$ cat src/rtl/sdrc_pkg.sv
// ============================================================================
//  Module      : sdrc_pkg
//  Description : Shared encodings and address-map helper for the SDRAM
//                request splitter (state, column-bits and SDRAM-width codes).
//  Revision    : 1.0 - initial release
// ============================================================================
`default_nettype none

package sdrc_pkg;

  // Request splitter states
  localparam logic [1:0] ST_IDLE   = 2'd0;
  localparam logic [1:0] ST_LOAD   = 2'd1;
  localparam logic [1:0] ST_ACTIVE = 2'd2;

  // cfg_colbits encodings (number of column address bits)
  localparam logic [1:0] COLBITS_8  = 2'b00;
  localparam logic [1:0] COLBITS_9  = 2'b01;
  localparam logic [1:0] COLBITS_10 = 2'b10;
  localparam logic [1:0] COLBITS_11 = 2'b11;

  // sdr_width encodings (2'b11 is also treated as 8 bit)
  localparam logic [1:0] SDR_W32 = 2'b00;
  localparam logic [1:0] SDR_W16 = 2'b01;
  localparam logic [1:0] SDR_W8  = 2'b10;

  localparam int REQ_ID_W_DEF = 4;

  // The map is computed at a generous fixed width; callers cast down
  localparam int MAP_AW = 64;

  typedef struct packed {
    logic [7:0]  ba;
    logic [31:0] row;
    logic [15:0] col;
  } addr_map_t;

  // Split a linear SDRAM address into column (low colbits), bank (next
  // ba_w bits) and row (everything above).
  function automatic addr_map_t addr_map(input logic [MAP_AW-1:0] addr,
                                         input logic [1:0]        colbits,
                                         input int unsigned       ba_w);
    addr_map_t   m;
    int unsigned cb;
    logic [MAP_AW-1:0] cmask;
    logic [MAP_AW-1:0] bmask;
    cb    = 32'd8 + 32'(colbits);
    cmask = (64'd1 << cb) - 64'd1;
    bmask = (64'd1 << ba_w) - 64'd1;
    m.col = 16'(addr & cmask);
    m.ba  = 8'((addr >> cb) & bmask);
    m.row = 32'(addr >> (cb + ba_w));
    return m;
  endfunction

endpackage

`default_nettype wire

$ cat src/rtl/sdrc_chunk_calc.sv
// ============================================================================
//  Module      : sdrc_chunk_calc
//  Description : Combinational chunk sizing: length of the next chunk is the
//                remaining length, clipped to the end of the current page
//                and to MAX_CHUNK beats (no clipping for wrap requests).
//  Revision    : 1.0 - initial release
// ============================================================================
`default_nettype none

module sdrc_chunk_calc #(
  parameter int LW        = 11,
  parameter int REQ_BW    = 12,
  parameter int MAX_CHUNK = 32
) (
  input  logic [1:0]        colbits_i,
  input  logic [15:0]       col_i,
  input  logic [LW-1:0]     rem_i,
  input  logic              wrap_i,
  output logic [REQ_BW-1:0] len_o,
  output logic              last_o
);

  logic [31:0] page_size;
  logic [31:0] page_rem;
  logic [31:0] rem32;
  logic [31:0] min_page;
  logic [31:0] len32;

  // Page size is 2^colbits beats; distance to the page end bounds the chunk
  assign page_size = 32'd1 << (32'd8 + 32'(colbits_i));
  assign page_rem  = page_size - 32'(col_i);
  assign rem32     = 32'(rem_i);
  assign min_page  = (rem32 < page_rem) ? rem32 : page_rem;

  // Wrap requests stay inside their page in the SDRAM, so they go out whole
  assign len32  = wrap_i ? rem32
                         : ((min_page < 32'(MAX_CHUNK)) ? min_page : 32'(MAX_CHUNK));
  assign len_o  = REQ_BW'(len32);
  assign last_o = (len32 == rem32);

endmodule

`default_nettype wire

$ cat src/rtl/sdrc_req_split.sv
// ============================================================================
//  Module      : sdrc_req_split
//  Description : Accepts one application request, scales it for the SDRAM
//                width and issues it to the bank controller as a series of
//                page/MAX_CHUNK-bounded chunks with start/last framing.
//                Optional macro SDRC_BANK_HASH_EN: bank = bank ^ row[BA_W-1:0].
//  Revision    : 1.0 - initial release
// ============================================================================
`default_nettype none

module sdrc_req_split
  import sdrc_pkg::*;
#(
  parameter int APP_AW    = 26,
  parameter int APP_RW    = 9,
  parameter int REQ_ID_W  = REQ_ID_W_DEF,
  parameter int BA_W      = 2,
  parameter int RA_W      = 13,
  parameter int CA_W      = 13,
  parameter int REQ_BW    = 12,
  parameter int MAX_CHUNK = 32
) (
  input  logic                clk,
  input  logic                reset_n,
  input  logic [1:0]          cfg_colbits,
  input  logic [1:0]          sdr_width,
  input  logic                req,
  input  logic [REQ_ID_W-1:0] req_id,
  input  logic [APP_AW-1:0]   req_addr,
  input  logic [APP_RW-1:0]   req_len,
  input  logic                req_wrap,
  input  logic                req_wr_n,
  output logic                req_ack,
  output logic                r2x_idle,
  output logic                r2b_req,
  output logic [REQ_ID_W-1:0] r2b_req_id,
  output logic                r2b_start,
  output logic                r2b_last,
  output logic                r2b_wrap,
  output logic [BA_W-1:0]     r2b_ba,
  output logic [RA_W-1:0]     r2b_raddr,
  output logic [CA_W-1:0]     r2b_caddr,
  output logic [REQ_BW-1:0]   r2b_len,
  output logic                r2b_write,
  input  logic                b2r_ack,
  input  logic                b2r_arb_ok
);

  // Internal address carries two extra bits for the 8-bit scaling
  localparam int AW = APP_AW + 2;
  localparam int LW = APP_RW + 2;

  logic [1:0]          state_q, state_d;
  logic [AW-1:0]       addr_q, addr_d;
  logic [LW-1:0]       rem_q, rem_d;
  logic                first_q, first_d;
  logic [REQ_ID_W-1:0] id_q, id_d;
  logic                wr_q, wr_d;
  logic                wrap_q, wrap_d;
  logic                r2b_req_q, r2b_req_d;
  logic                start_q, start_d;
  logic                last_q, last_d;
  logic [BA_W-1:0]     ba_q, ba_d;
  logic [RA_W-1:0]     raddr_q, raddr_d;
  logic [CA_W-1:0]     caddr_q, caddr_d;
  logic [REQ_BW-1:0]   len_q, len_d;

  logic [AW-1:0]       scaled_addr;
  logic [LW-1:0]       scaled_len;
  addr_map_t           map_w;
  logic [BA_W-1:0]     bank_w;
  logic [RA_W-1:0]     row_w;
  logic [15:0]         col_w;
  logic [BA_W-1:0]     bank_sel;
  logic [REQ_BW-1:0]   calc_len;
  logic                calc_last;

  assign req_ack  = (state_q == ST_IDLE) & req & b2r_arb_ok;
  assign r2x_idle = (state_q == ST_IDLE) & ~req;

  // Convert application word address/length into SDRAM beats
  always_comb begin
    case (sdr_width)
      SDR_W32: begin
        scaled_addr = {2'b00, req_addr};
        scaled_len  = {2'b00, req_len};
      end
      SDR_W16: begin
        scaled_addr = {1'b0, req_addr, 1'b0};
        scaled_len  = {1'b0, req_len, 1'b0};
      end
      default: begin
        scaled_addr = {req_addr, 2'b00};
        scaled_len  = {req_len, 2'b00};
      end
    endcase
  end

  assign map_w  = addr_map(MAP_AW'(addr_q), cfg_colbits, BA_W);
  assign bank_w = BA_W'(map_w.ba);
  assign row_w  = RA_W'(map_w.row);
  assign col_w  = map_w.col;

`ifdef SDRC_BANK_HASH_EN
  // Consecutive rows land in different banks
  assign bank_sel = bank_w ^ row_w[BA_W-1:0];
`else
  assign bank_sel = bank_w;
`endif

  sdrc_chunk_calc #(
    .LW        (LW),
    .REQ_BW    (REQ_BW),
    .MAX_CHUNK (MAX_CHUNK)
  ) u_chunk_calc (
    .colbits_i (cfg_colbits),
    .col_i     (col_w),
    .rem_i     (rem_q),
    .wrap_i    (wrap_q),
    .len_o     (calc_len),
    .last_o    (calc_last)
  );

  // Next-state logic: accept in IDLE, build chunk in LOAD, hold in ACTIVE
  always_comb begin
    state_d   = state_q;
    addr_d    = addr_q;
    rem_d     = rem_q;
    first_d   = first_q;
    id_d      = id_q;
    wr_d      = wr_q;
    wrap_d    = wrap_q;
    r2b_req_d = r2b_req_q;
    start_d   = start_q;
    last_d    = last_q;
    ba_d      = ba_q;
    raddr_d   = raddr_q;
    caddr_d   = caddr_q;
    len_d     = len_q;
    case (state_q)
      ST_IDLE: begin
        if (req_ack) begin
          id_d    = req_id;
          wr_d    = ~req_wr_n;
          wrap_d  = req_wrap;
          addr_d  = scaled_addr;
          rem_d   = scaled_len;
          first_d = 1'b1;
          state_d = ST_LOAD;
        end
      end
      ST_LOAD: begin
        // A zero-length request is swallowed without a chunk
        if (rem_q == '0) begin
          state_d = ST_IDLE;
        end else begin
          r2b_req_d = 1'b1;
          start_d   = first_q;
          last_d    = calc_last;
          ba_d      = bank_sel;
          raddr_d   = row_w;
          caddr_d   = CA_W'(col_w);
          len_d     = calc_len;
          state_d   = ST_ACTIVE;
        end
      end
      ST_ACTIVE: begin
        if (b2r_ack) begin
          r2b_req_d = 1'b0;
          start_d   = 1'b0;
          first_d   = 1'b0;
          rem_d     = rem_q - LW'(len_q);
          addr_d    = addr_q + AW'(len_q);
          state_d   = last_q ? ST_IDLE : ST_LOAD;
        end
      end
      default: state_d = ST_IDLE;
    endcase
  end

  // State and output registers; reset abandons any request in flight
  always_ff @(posedge clk or negedge reset_n) begin
    if (!reset_n) begin
      state_q   <= ST_IDLE;
      addr_q    <= '0;
      rem_q     <= '0;
      first_q   <= 1'b0;
      id_q      <= '0;
      wr_q      <= 1'b0;
      wrap_q    <= 1'b0;
      r2b_req_q <= 1'b0;
      start_q   <= 1'b0;
      last_q    <= 1'b0;
      ba_q      <= '0;
      raddr_q   <= '0;
      caddr_q   <= '0;
      len_q     <= '0;
    end else begin
      state_q   <= state_d;
      addr_q    <= addr_d;
      rem_q     <= rem_d;
      first_q   <= first_d;
      id_q      <= id_d;
      wr_q      <= wr_d;
      wrap_q    <= wrap_d;
      r2b_req_q <= r2b_req_d;
      start_q   <= start_d;
      last_q    <= last_d;
      ba_q      <= ba_d;
      raddr_q   <= raddr_d;
      caddr_q   <= caddr_d;
      len_q     <= len_d;
    end
  end

  assign r2b_req    = r2b_req_q;
  assign r2b_req_id = id_q;
  assign r2b_start  = start_q;
  assign r2b_last   = last_q;
  assign r2b_wrap   = wrap_q;
  assign r2b_ba     = ba_q;
  assign r2b_raddr  = raddr_q;
  assign r2b_caddr  = caddr_q;
  assign r2b_len    = len_q;
  assign r2b_write  = wr_q;

endmodule

`default_nettype wire

$ cat config.mk
export PLATFORM = sky130hd
export DESIGN_NAME = sdrc_req_split
export DESIGN_NICKNAME = d
export VERILOG_FILES = /design/src/rtl/sdrc_pkg.sv /design/src/rtl/sdrc_chunk_calc.sv /design/src/rtl/sdrc_req_split.sv
export SDC_FILE = /design/constraint.sdc
export NUM_CORES = 1
export LEC_CHECK = 0
export ABC_AREA = 1
export BUFFER_PORTS_ARGS = -buffer_cell sky130_fd_sc_hd__clkbuf_2
export CORE_UTILIZATION = 50
export CTS_BUF_LIST = sky130_fd_sc_hd__clkbuf_16
export DETAILED_ROUTE_END_ITERATION = 16
export PLACE_DENSITY_LB_ADDON = 0.08
export REMOVE_ABC_BUFFERS = 1
export SLEW_MARGIN = 0
export SYNTH_ARGS = -nofsm -noshare
export SYNTH_HDL_FRONTEND = slang
export SYNTH_HIERARCHICAL = 1
export SYNTH_SLANG_ARGS = --single-unit
export TNS_END_PERCENT = 30
$ cat constraint.sdc
create_clock -name clk -period 3.1 [get_ports clk]
set_input_delay 0.62 -clock clk [delete_from_list [all_inputs] [get_ports clk]]
set_output_delay 0.62 -clock clk [all_outputs]
set_load 0.02 [all_outputs]
Word-level counts from Yosys, hierarchy flattened
Index checks and enable logic that the tools add are counted.

Shift-type cells: 4. Reduce and logical (&&, ||, !) cells: 10. Eq/ne operators: 7. Magnitude comparators: 2. $add $sub $neg: 6. Mux-type cells: 23. Bitwise operators: 7.

Operator list (number): 28-bit one-hot mux with 2 select lines (2); 32-bit two-way mux (3); 28-bit two-way mux (2); 11-bit one-hot mux with 2 select lines (2); 32-bit by 2-bit adder with 32-bit output (second input constant) (1); 32-bit by 11-bit == test with 1-bit output (1); 11-bit by 32-bit less-than comparator with 1-bit output (1); 32-bit by 6-bit less-than comparator with 1-bit output (second input constant) (1); 1-bit by 32-bit << shifter with 32-bit output (first input constant) (1); 28-bit by 32-bit right shift with 13-bit output (1); 32-bit by 16-bit subtractor with 32-bit output (1); 28-bit by 12-bit adder with 28-bit output (1); 28-bit by 5-bit right shift with 2-bit output (1); 11-bit two-way mux (2); 16-bit bitwise AND (1); 1-bit by 5-bit << shifter with 16-bit output (first input constant) (1); 16-bit by 1-bit subtractor with 16-bit output (second input constant) (1); 11-bit logical NOT (1); 11-bit subtractor (1); 2-bit two-way mux (3); 2-bit inequality test (second input constant) (3); 1-bit one-hot mux with 2 select lines (3); 2-bit one-hot mux with 3 select lines (1); 2-bit AND reduction (3); 9 further kinds (21).

Bits in registers: 91. Bits of input ports: 50.

Logic depth before layout (Yosys ltp)
Gate-level depths: netlist of the first run.

Word-level depth: 11. Gate-level depth with buffers: 32. Depth with buffers taken out: 31.

Cells and area by module
Netlist of the first run, hierarchy kept.

By module, submodules not included: sdrc_req_split (times used 1, cells an instance 959, area each 6291.0 µm², sequential area each 2227.1 µm²); sdrc_chunk_calc (times used 1, cells an instance 259, area each 1286.2 µm², sequential area each 0.0 µm²).

Worst setup path before layout of the first run
Ideal clock, no wire load.

Path kind: in2reg. From: in cfg_colbits[1]. To: reg last_q, in the netlist r2b_last. Path slack: -0.678 ns. Path buffers: 3. Stages on the path: 29. Arrival: 3.713 ns. Setup time: 0.065 ns. Cell sequence: buf_2 > clkinv_1 > clkbuf_1 > nor2_1 > inv_1 > ha_1 > nand4_1 > nor2_2 > nand2_1 > nand2_2 > ha_1 > nor2_1 > nand4_1 > nor2_1 > nand2_2 > a21oi_4 > nand3_4 > nand2_2 > nand2_2 > nor2_2 > buf_6 > nand2_1 > nand2_1 > nand2_1 > nor2_1 > nor2_1 > nor2_2 > nand2_1 > nand2_1.

Cells in the longest elaborated chain, start to end: 11. Elaborated cells between the ends (all ways): 12.

RTL lines: start: declaration (RTL line sdrc_req_split.sv:25) `input logic [1:0] cfg_colbits,`; 4-bit by 2-bit adder with 5-bit output * (RTL line sdrc_pkg.sv:47) `cb = 32'd8 + 32'(colbits);`; 1-bit by 5-bit << shifter with 16-bit output * (RTL line sdrc_pkg.sv:48) `cmask = (64'd1 << cb) - 64'd1;`; 16-bit by 1-bit subtractor with 16-bit output * (RTL line sdrc_pkg.sv:48); 16-bit bitwise AND * (RTL line sdrc_pkg.sv:50) `m.col = 16'(addr & cmask);`; via col_w[10] (RTL line sdrc_req_split.sv:73) `logic [15:0] col_w;`; 32-bit by 16-bit subtractor with 32-bit output * (RTL line sdrc_chunk_calc.sv:31) `assign page_rem = page_size - 32'(col_i);`; 11-bit by 32-bit less-than comparator with 1-bit output (RTL line sdrc_chunk_calc.sv:33) `assign min_page = (rem32 < page_rem) ? rem32 : page_rem;`; 32-bit two-way mux * (RTL line sdrc_chunk_calc.sv:33); 32-bit by 6-bit less-than comparator with 1-bit output (RTL line sdrc_chunk_calc.sv:37) `: ((min_page < 32'(MAX_CHUNK)) ? min_page : 32'(MAX_CHUNK));`; 32-bit two-way mux * (RTL line sdrc_chunk_calc.sv:37); 32-bit two-way mux * (RTL line sdrc_chunk_calc.sv:36) `assign len32 = wrap_i ? rem32`; 32-bit by 11-bit == test with 1-bit output * (RTL line sdrc_chunk_calc.sv:39) `assign last_o = (len32 == rem32);`; via calc_last (RTL line sdrc_req_split.sv:76) `logic calc_last;`; end signal: assignment (RTL line sdrc_req_split.sv:208) `last_q <= last_d;`; end: declaration (RTL line sdrc_req_split.sv:62) `logic last_q, last_d;`.

The timed path passes the listed nets; every way through them passes the cells marked *. A chain may end at the register's enable or synchronous reset.

Worst setup path after layout of the first run
From: in cfg_colbits[0]. To: reg last_q, in the netlist r2b_last.

Cells in the longest elaborated chain, start to end: 11. Elaborated cells between the ends (all ways): 12.

RTL lines (RTL line): 4-bit by 2-bit adder with 5-bit output * (sdrc_pkg.sv:47, sdrc_chunk_calc.sv:30); 1-bit by 5-bit << shifter with 16-bit output (sdrc_pkg.sv:48); 16-bit by 1-bit subtractor with 16-bit output (sdrc_pkg.sv:48); 16-bit bitwise AND (sdrc_pkg.sv:50); 32-bit by 16-bit subtractor with 32-bit output * (sdrc_chunk_calc.sv:31); 11-bit by 32-bit less-than comparator with 1-bit output (sdrc_chunk_calc.sv:33); 32-bit two-way mux * (sdrc_chunk_calc.sv:33); 32-bit by 6-bit less-than comparator with 1-bit output (sdrc_chunk_calc.sv:37); 32-bit two-way mux * (sdrc_chunk_calc.sv:37); 32-bit two-way mux * (sdrc_chunk_calc.sv:36); 32-bit by 11-bit == test with 1-bit output * (sdrc_chunk_calc.sv:39); via calc_last (sdrc_req_split.sv:76).

Marks and branches as above.

==> flow_summary_export.csv, run 1 <==
group,metric,value,unit
worst_setup_path,startpoint_type,"input port",
drt,detailedRoute.firstIterationViolations,537,
final_layout,mostFrequentLayoutCells,"nand2_1 (382), inv_1 (161), nor2_1 (124)",
clock_network,tritoncts,"yes",
final_layout,finish.cell_count_without_fillers,1555,
timing,postLayoutSetupSlackWorst,-0.144,ns
pwr,cellLeakagePower,5.01,nW
clock_network,cts_inserted_buffers,9,
synth,postSynth.asyncResetShare,1.00,
final_layout,layout.cells.most_common,"nand2_1",
floorplanning,dieHeight,125,µm
synth,synth_cell_types,43,
placed_design,post_dp_cell_area,0.00852,mm²
timing,rsz0062_at_grt,"true",
timing,setup_viol,3,
worst_setup_path,ff2ff_setup_slack,-0.12,ns
pwr,post-layout-total-power,8.89,mW
synth,ys_seq_elements,89,
run_status,run_status,"finished, violations left",
clock_network,worst_skew_pair.late_latency,0.36,ns
flow_run,max_cap_violations,0,
drt,detail_route.first_pass.iterations,7,
timing,timing.final.hold_violations,0,
final_layout,post-route-util,0.624,
drt,drc,0,
worst_setup_path,critPathMaxStageDelay,0.26,ns
clock_network,clk_root_buffer_cell,"clkbuf_16",
worst_setup_path,arrival,3.55,ns
final_layout,post_route_cells_drive_above_1_share,0.182,
clock_network,clock_tree.htree_level_count,3,
clock_network,clock-sinks,89,
timing,clock-skew-final,0.00892,ns
floorplanning,die_w,125,µm
timing,final.setup.tns,-0.231,ns
final_layout,final_area,0.00914,mm²
floorplanning,coreArea,0.0146,mm²
synth,synth_enable_flop_cells,0,
global_routing,grt_first_pass_wirelength,37.8,mm
final_layout,area_growth_syn_to_layout,20.6,%
timing,slew_headroom,0.183,
worst_setup_path,highest_net_fanout_along_the_worst_path,6,
global_routing,overflow,0,
timing,final.period_utilization,1.05,
worst_setup_path,reg2reg_depth,27,
worst_setup_path,worstReg2RegEnd,"r2b_last",
worst_setup_path,timing.setup.critical_path_class,"in -> reg",
drt,dr_total_vias,8270,
worst_setup_path,reg2reg_from,"addr_q[10]",
pwr,power_per_cell_area,974,mW/mm²
min_path,class_of_the_most_critical_hold_timing_path,"in -> async",
floorplanning,floorplan.initialDensity,0.517,
run_status,failed_checks,"setup timing",
global_routing,antenna_found_initial,0,
timing,worst_slew_pin_slew,1.22,ns
clock_network,clock_path_buffers,2,
synth,synth-warning-count,6,
final_layout,num-nets-final,1456,
synth,average_cell_area_after_synthesis,6.22,µm²
placed_design,hpwl,17.2,mm
synth,synth_seq_area_share,0.294,
drt,detail_route.vias_per_cell,5.32,
final_layout,num_antenna_cells,0,
worst_setup_path,cpMaxStageDelayCell,"ha_4",
timing,timing_max_transition_violations_final,0,
placed_design,routabilityCongestion,0.958,
global_routing,grt_resource_usage_total,0.306,
pwr,ir_drop,0.636,mV
placed_design,count_of_input_and_output_buffers,100,
clock_network,worst_setup_hold_path_clk_slew,0.07,ns
worst_setup_path,worst_ep_required_time,3.40,ns
worst_setup_path,worstSetupEndpointType,"flip-flop",
floorplanning,number_of_rows_created_at_floorplan,44,
timing,achievable-frequency,308,MHz
drt,drtAntennaViolNets,0,
synth,synth_area,0.00758,mm²
global_routing,largest_net_degree_at_the_start_of_global_routing,53,
drt,final_routed_wirelength_across_all_metal_layers,23.4,mm
floorplanning,top_level_ports,101,
floorplanning,fp.dieArea,0.0157,mm²
synth,synth_ff_type,"dfrtp_1",
synth,syn-instance-count,1218,
timing,layout_min_cycle_time,3.24,ns
placed_design,placed_cells,1519,
drt,drt-wirelength-per-cell,15.0,µm
global_routing,grt_pass1_vias,7604,
[flip-flops by register name, indices dropped and copies added, names as in the netlist, 2 cells and up]
name	count
r2b_ba	2
r2b_req_id	4
r2b_caddr	13
addr_q	26
state_q	2
r2b_raddr	13
r2b_len	12
rem_q	11
[metrics by stage]
| stage | setup slack, ns | hold slack [ns] |
|---|---|---|
| 3_5_place_dp | -0.652 | 0.464 |
| 4_1_cts | -0.117 | 0.308 |
| 6_report | -0.144 | 0.283 |
| 3_3_place_gp | -0.626 | 0.463 |
| 2_1_floorplan | -0.611 | 0.324 |
| 5_1_grt | -0.350 | 0.349 |
[how the worst max path moves through the flow]
stage               slack, ns           start  depth (start not counted)       end
global route            -0.35      addr_q[10]                         27  r2b_last
finish                  -0.14  cfg_colbits[0]                         30  r2b_last
global placement        -0.63  cfg_colbits[1]                         30  r2b_last
CTS                     -0.12      addr_q[10]                         27  r2b_last
detailed placement      -0.65  cfg_colbits[1]                         30  r2b_last
floorplan               -0.61  cfg_colbits[1]                         28  r2b_last
[cells in the mapped netlist (3+ instances only)]
cell | n | area, µm²
o21a_1 | 3 | 22.5
ha_1 | 38 | 475
a21oi_1 | 54 | 270
dfrtp_1 | 89 | 2230
buf_4 | 3 | 22.5
nor4_1 | 3 | 18.8
buf_2 | 10 | 50.1
inv_1 | 167 | 627
o211ai_1 | 3 | 22.5
o22ai_1 | 20 | 125
nor2_2 | 8 | 50.1
nand2_1 | 392 | 1470
nand2_2 | 7 | 43.8
xnor2_1 | 3 | 26.3
nand3_1 | 79 | 395
inv_2 | 7 | 26.3
o21ai_1 | 3 | 15.0
clkbuf_1 | 23 | 86.3
nand3_2 | 3 | 30.0
buf_6 | 4 | 45.0
o21ai_0 | 101 | 505
xor2_1 | 14 | 123
a31oi_1 | 11 | 68.8
nor2_1 | 132 | 495
nand4_1 | 6 | 37.5
nor3_1 | 11 | 55.1
[critical path, delay by kind of cell]
| family | cells | cell delay [ns] |
|---|---|---|
| AOI/OAI and AO/OA | 1 | 0.15 |
| buffers and inverters | 5 | 0.51 |
| and+or+nand+nor | 22 | 1.77 |
| adders and majority gates | 2 | 0.46 |
[cells by family after synthesis]
group / count (synthesis) / synth area share
flops: 89 / 0.294
xor+xnor: 17 / 0.0197
buf+inv: 216 / 0.114
other cells: 2 / 0.000991
fa+ha+maj: 40 / 0.0680
compound gates: 202 / 0.144
simple gates: 652 / 0.359
[power breakdown]
| group | internal [mW] | switching, mW |
|---|---|---|
| combinational | 1.95 | 3.55 |
| clock | 0.569 | 0.555 |
| sequential | 1.68 | 0.586 |
[metal layers]
layer	GRT usage	wire length [µm]
met4	0.116	562
met3	0.0466	1710
met1	0.429	10800
met2	0.475	10300
met5	0	0
[area by class of cell]
type                       instances  area (µm²)
clock buffer                       9         225
clock inverter                     7        67.6
fill                            1442        5510
inverter                         176         671
multi-input combinational        920        4640
sequential                        89        2230
tap                              184         230
timing repair buffer             170        1070
[repair_timing]
action / CTS / global route
setup endpoints to repair: 7 / 7
gates cloned: 1 / 0
gates resized for setup: 26 / 21
pin swaps: 19 / 23
setup buffers: 16 / 3
hold buffers: 0 / 0
Power figures use the tool's default switching activity.
==> run 2: changes to the inputs <==
--- a/config.mk
+++ b/config.mk
@@ -7,8 +7,8 @@
 export LEC_CHECK = 0
 export ABC_AREA = 1
 export BUFFER_PORTS_ARGS = -buffer_cell sky130_fd_sc_hd__clkbuf_2
+export CORE_MARGIN = 3
 export CORE_UTILIZATION = 50
-export CTS_BUF_LIST = sky130_fd_sc_hd__clkbuf_16
 export DETAILED_ROUTE_END_ITERATION = 16
 export PLACE_DENSITY_LB_ADDON = 0.08
 export REMOVE_ABC_BUFFERS = 1
==> constraint.sdc (replaced) <==
create_clock -name clk -period 3.61 [get_ports clk]
set_input_delay 0.722 -clock clk [delete_from_list [all_inputs] [get_ports clk]]
set_output_delay 0.722 -clock clk [all_outputs]
set_load 0.02 [all_outputs]
==> flow_summary_export.csv, run 2 (synthesis results as in run 1) <==
group,metric,value,unit
worst_setup_path,timing.critical_path.from,"cfg_colbits[1]",
clock_network,clk_root_buffer_cell,"clkbuf_16",
global_routing,grt_pass1_vias,7068,
global_routing,overflow,0,
pwr,combPwrFrac,0.599,
worst_setup_path,reg2reg_from,"addr_q[10]",
final_layout,layout.cells.most_common,"nand2_1",
clock_network,clock_path_buffers,2,
final_layout,largest-register,"addr_q",
drt,final_routed_wirelength_across_all_metal_layers,22.5,mm
final_layout,finish.cell_count_without_fillers,1525,
worst_setup_path,worstSetupEndpointType,"flip-flop",
pwr,power_per_cell_area,843,mW/mm²
drt,detail_route.first_pass.iterations,5,
worst_setup_path,critical-path-top-cell-by-count,"nand2_1",
placed_design,routabilityCongestion,0.940,
placed_design,count_of_input_and_output_buffers,100,
placed_design,placed_cells,1502,
timing,final.period_utilization,0.932,
clock_network,cts_inserted_buffers,9,
final_layout,mostFrequentLayoutCells,"nand2_1 (388), inv_1 (163), nor2_1 (128)",
clock_network,worst_skew_pair.late_latency,0.37,ns
worst_setup_path,critPathMaxStageDelay,0.28,ns
timing,clock-skew-final,0.0114,ns
timing,slew_headroom,0.241,
global_routing,grt_resource_usage_total,0.268,
clock_network,clock-sinks,89,
worst_setup_path,arrival,3.67,ns
pwr,post-layout-total-power,7.44,mW
worst_setup_path,worst_ep_required_time,3.91,ns
final_layout,post_route_cells_drive_above_1_share,0.154,
pwr,net-switching-power,3.94,mW
timing,layout_min_cycle_time,3.36,ns
min_path,class_of_the_most_critical_hold_timing_path,"in -> async",
final_layout,num-nets-final,1426,
floorplanning,coreArea,0.0147,mm²
clock_network,worst_setup_hold_path_clk_slew,0.08,ns
clock_network,hold_fix_buffers_cts,0,
floorplanning,number_of_rows_created_at_floorplan,44,
timing,setup_viol,0,
timing,achievable-frequency,297,MHz
drt,detailedRoute.firstIterationViolations,626,
timing,worst_slew_pin_slew,1.14,ns
floorplanning,dieHeight,129,µm
timing,timing.final.hold_violations,0,
clock_network,tritoncts,"yes",
floorplanning,die_w,129,µm
pwr,switching_share,0.529,
worst_setup_path,timing.setup.critical_path_class,"in -> reg",
global_routing,grt_first_pass_wirelength,35.6,mm
worst_setup_path,startpoint_type,"input port",
worst_setup_path,top_cell_family_by_delay_on_the_critical_path,"simple AND/OR/NAND/NOR gates",
final_layout,num_antenna_cells,0,
final_layout,area_growth_syn_to_layout,16.5,%
drt,detail_route.vias_per_cell,5.28,
placed_design,post_place_worst_slack,-0.247,ns
clock_network,clock_tree.htree_level_count,3,
run_status,run_status,"finished clean",
timing,postLayoutSetupSlackWorst,0.246,ns
pwr,clockPowerShare,0.132,
drt,drt-wirelength-per-cell,14.8,µm
placed_design,hpwl,16.6,mm
floorplanning,floorplan.initialDensity,0.515,
pwr,cellLeakagePower,4.83,nW
worst_setup_path,worst-path-buf-inv,5,
final_layout,largest_reg_flops,26,
global_routing,largest_net_degree_at_the_start_of_global_routing,63,
flow_run,max_cap_violations,0,
pwr,ir_drop,0.412,mV
drt,drc,0,
pwr,share_seq_of_total_power,0.269,
floorplanning,top_level_ports,101,
drt,drtAntennaViolNets,0,
floorplanning,fp.dieArea,0.0167,mm²
worst_setup_path,highest_net_fanout_along_the_worst_path,6,
timing,timing_max_transition_violations_final,0,
global_routing,antenna_found_initial,0,
pwr,cellInternalPower,3.50,mW
drt,dr_total_vias,8057,
worst_setup_path,cpMaxStageDelayCell,"ha_4",
final_layout,post-route-util,0.601,
## run 2: cell count changes in the layout (fill, tap and decap cells not counted), moves of 4 or more
cell and change:
nand2_1 +6, nor2_1 +4, buf_4 -28, nand2_2 -4
## run 2: worst paths after layout
| path | to | slack [ns] | cells after the start |
|---|---|---|---|
| worst max register to register | r2b_last | 0.28 | 27 |
| min in group clk | r2b_req_id[0] | 0.48 | 2 |
| worst min-delay path | r2b_req_id[3] | 0.44 | 1 |
| max in group asynchronous | r2b_len[2] | 2.41 | 2 |
| worst max-delay path | r2b_last | 0.25 | 29 |
| worst min register to register | r2b_req_id[0] | 0.48 | 2 |
## run 2: metal layers
layer	vias up	part of all wire	GRT usage
met2	271	0.45	0.409
met5	-	0	0
met3	23	0.064	0.0474
li1	4099	-	-
met4	0	0.015	0.0754
met1	3664	0.47	0.391
## run 2: through the flow
| step | TNS (ns) | hold WS (ns) | area, µm² |
|---|---|---|---|
| 2_1_floorplan | -0.203 | 0.426 | 7400 |
| 3_3_place_gp | -0.672 | 0.462 | 8380 |
| 3_5_place_dp | -0.904 | 0.464 | 8380 |
| 4_1_cts | 0 | 0.476 | 8680 |
| 5_1_grt | -0.0350 | 0.503 | 8830 |
| 6_report | 0 | 0.437 | 8830 |
## run 2: what timing repair did
item,4_1_cts,5_1_grt
gates resized for setup,0,29
setup buffers,0,6
hold endpoints to repair,0,0
setup endpoints to repair,0,7
## run 2: power by group through the flow
stage               Combinational, mW  Clock (mW)  Sequential, mW
floorplan                        2.89           0            2.12
CTS                              4.36       0.993            1.99
detailed placement               4.32           0            2.01
global placement                 4.28           0            2.00
global route                     5.04        1.03            2.07
finish                           4.46       0.981            2.00
## run 2: area by class of cell
type / count / area (µm²)
Fill cell: 1462 / 5870
Timing Repair Buffer: 140 / 825
Clock inverter: 7 / 70.1
Clock buffer: 9 / 225
Inverter: 176 / 666
Sequential cell: 89 / 2230
Tap cell: 184 / 230
Multi-Input combinational cell: 920 / 4580
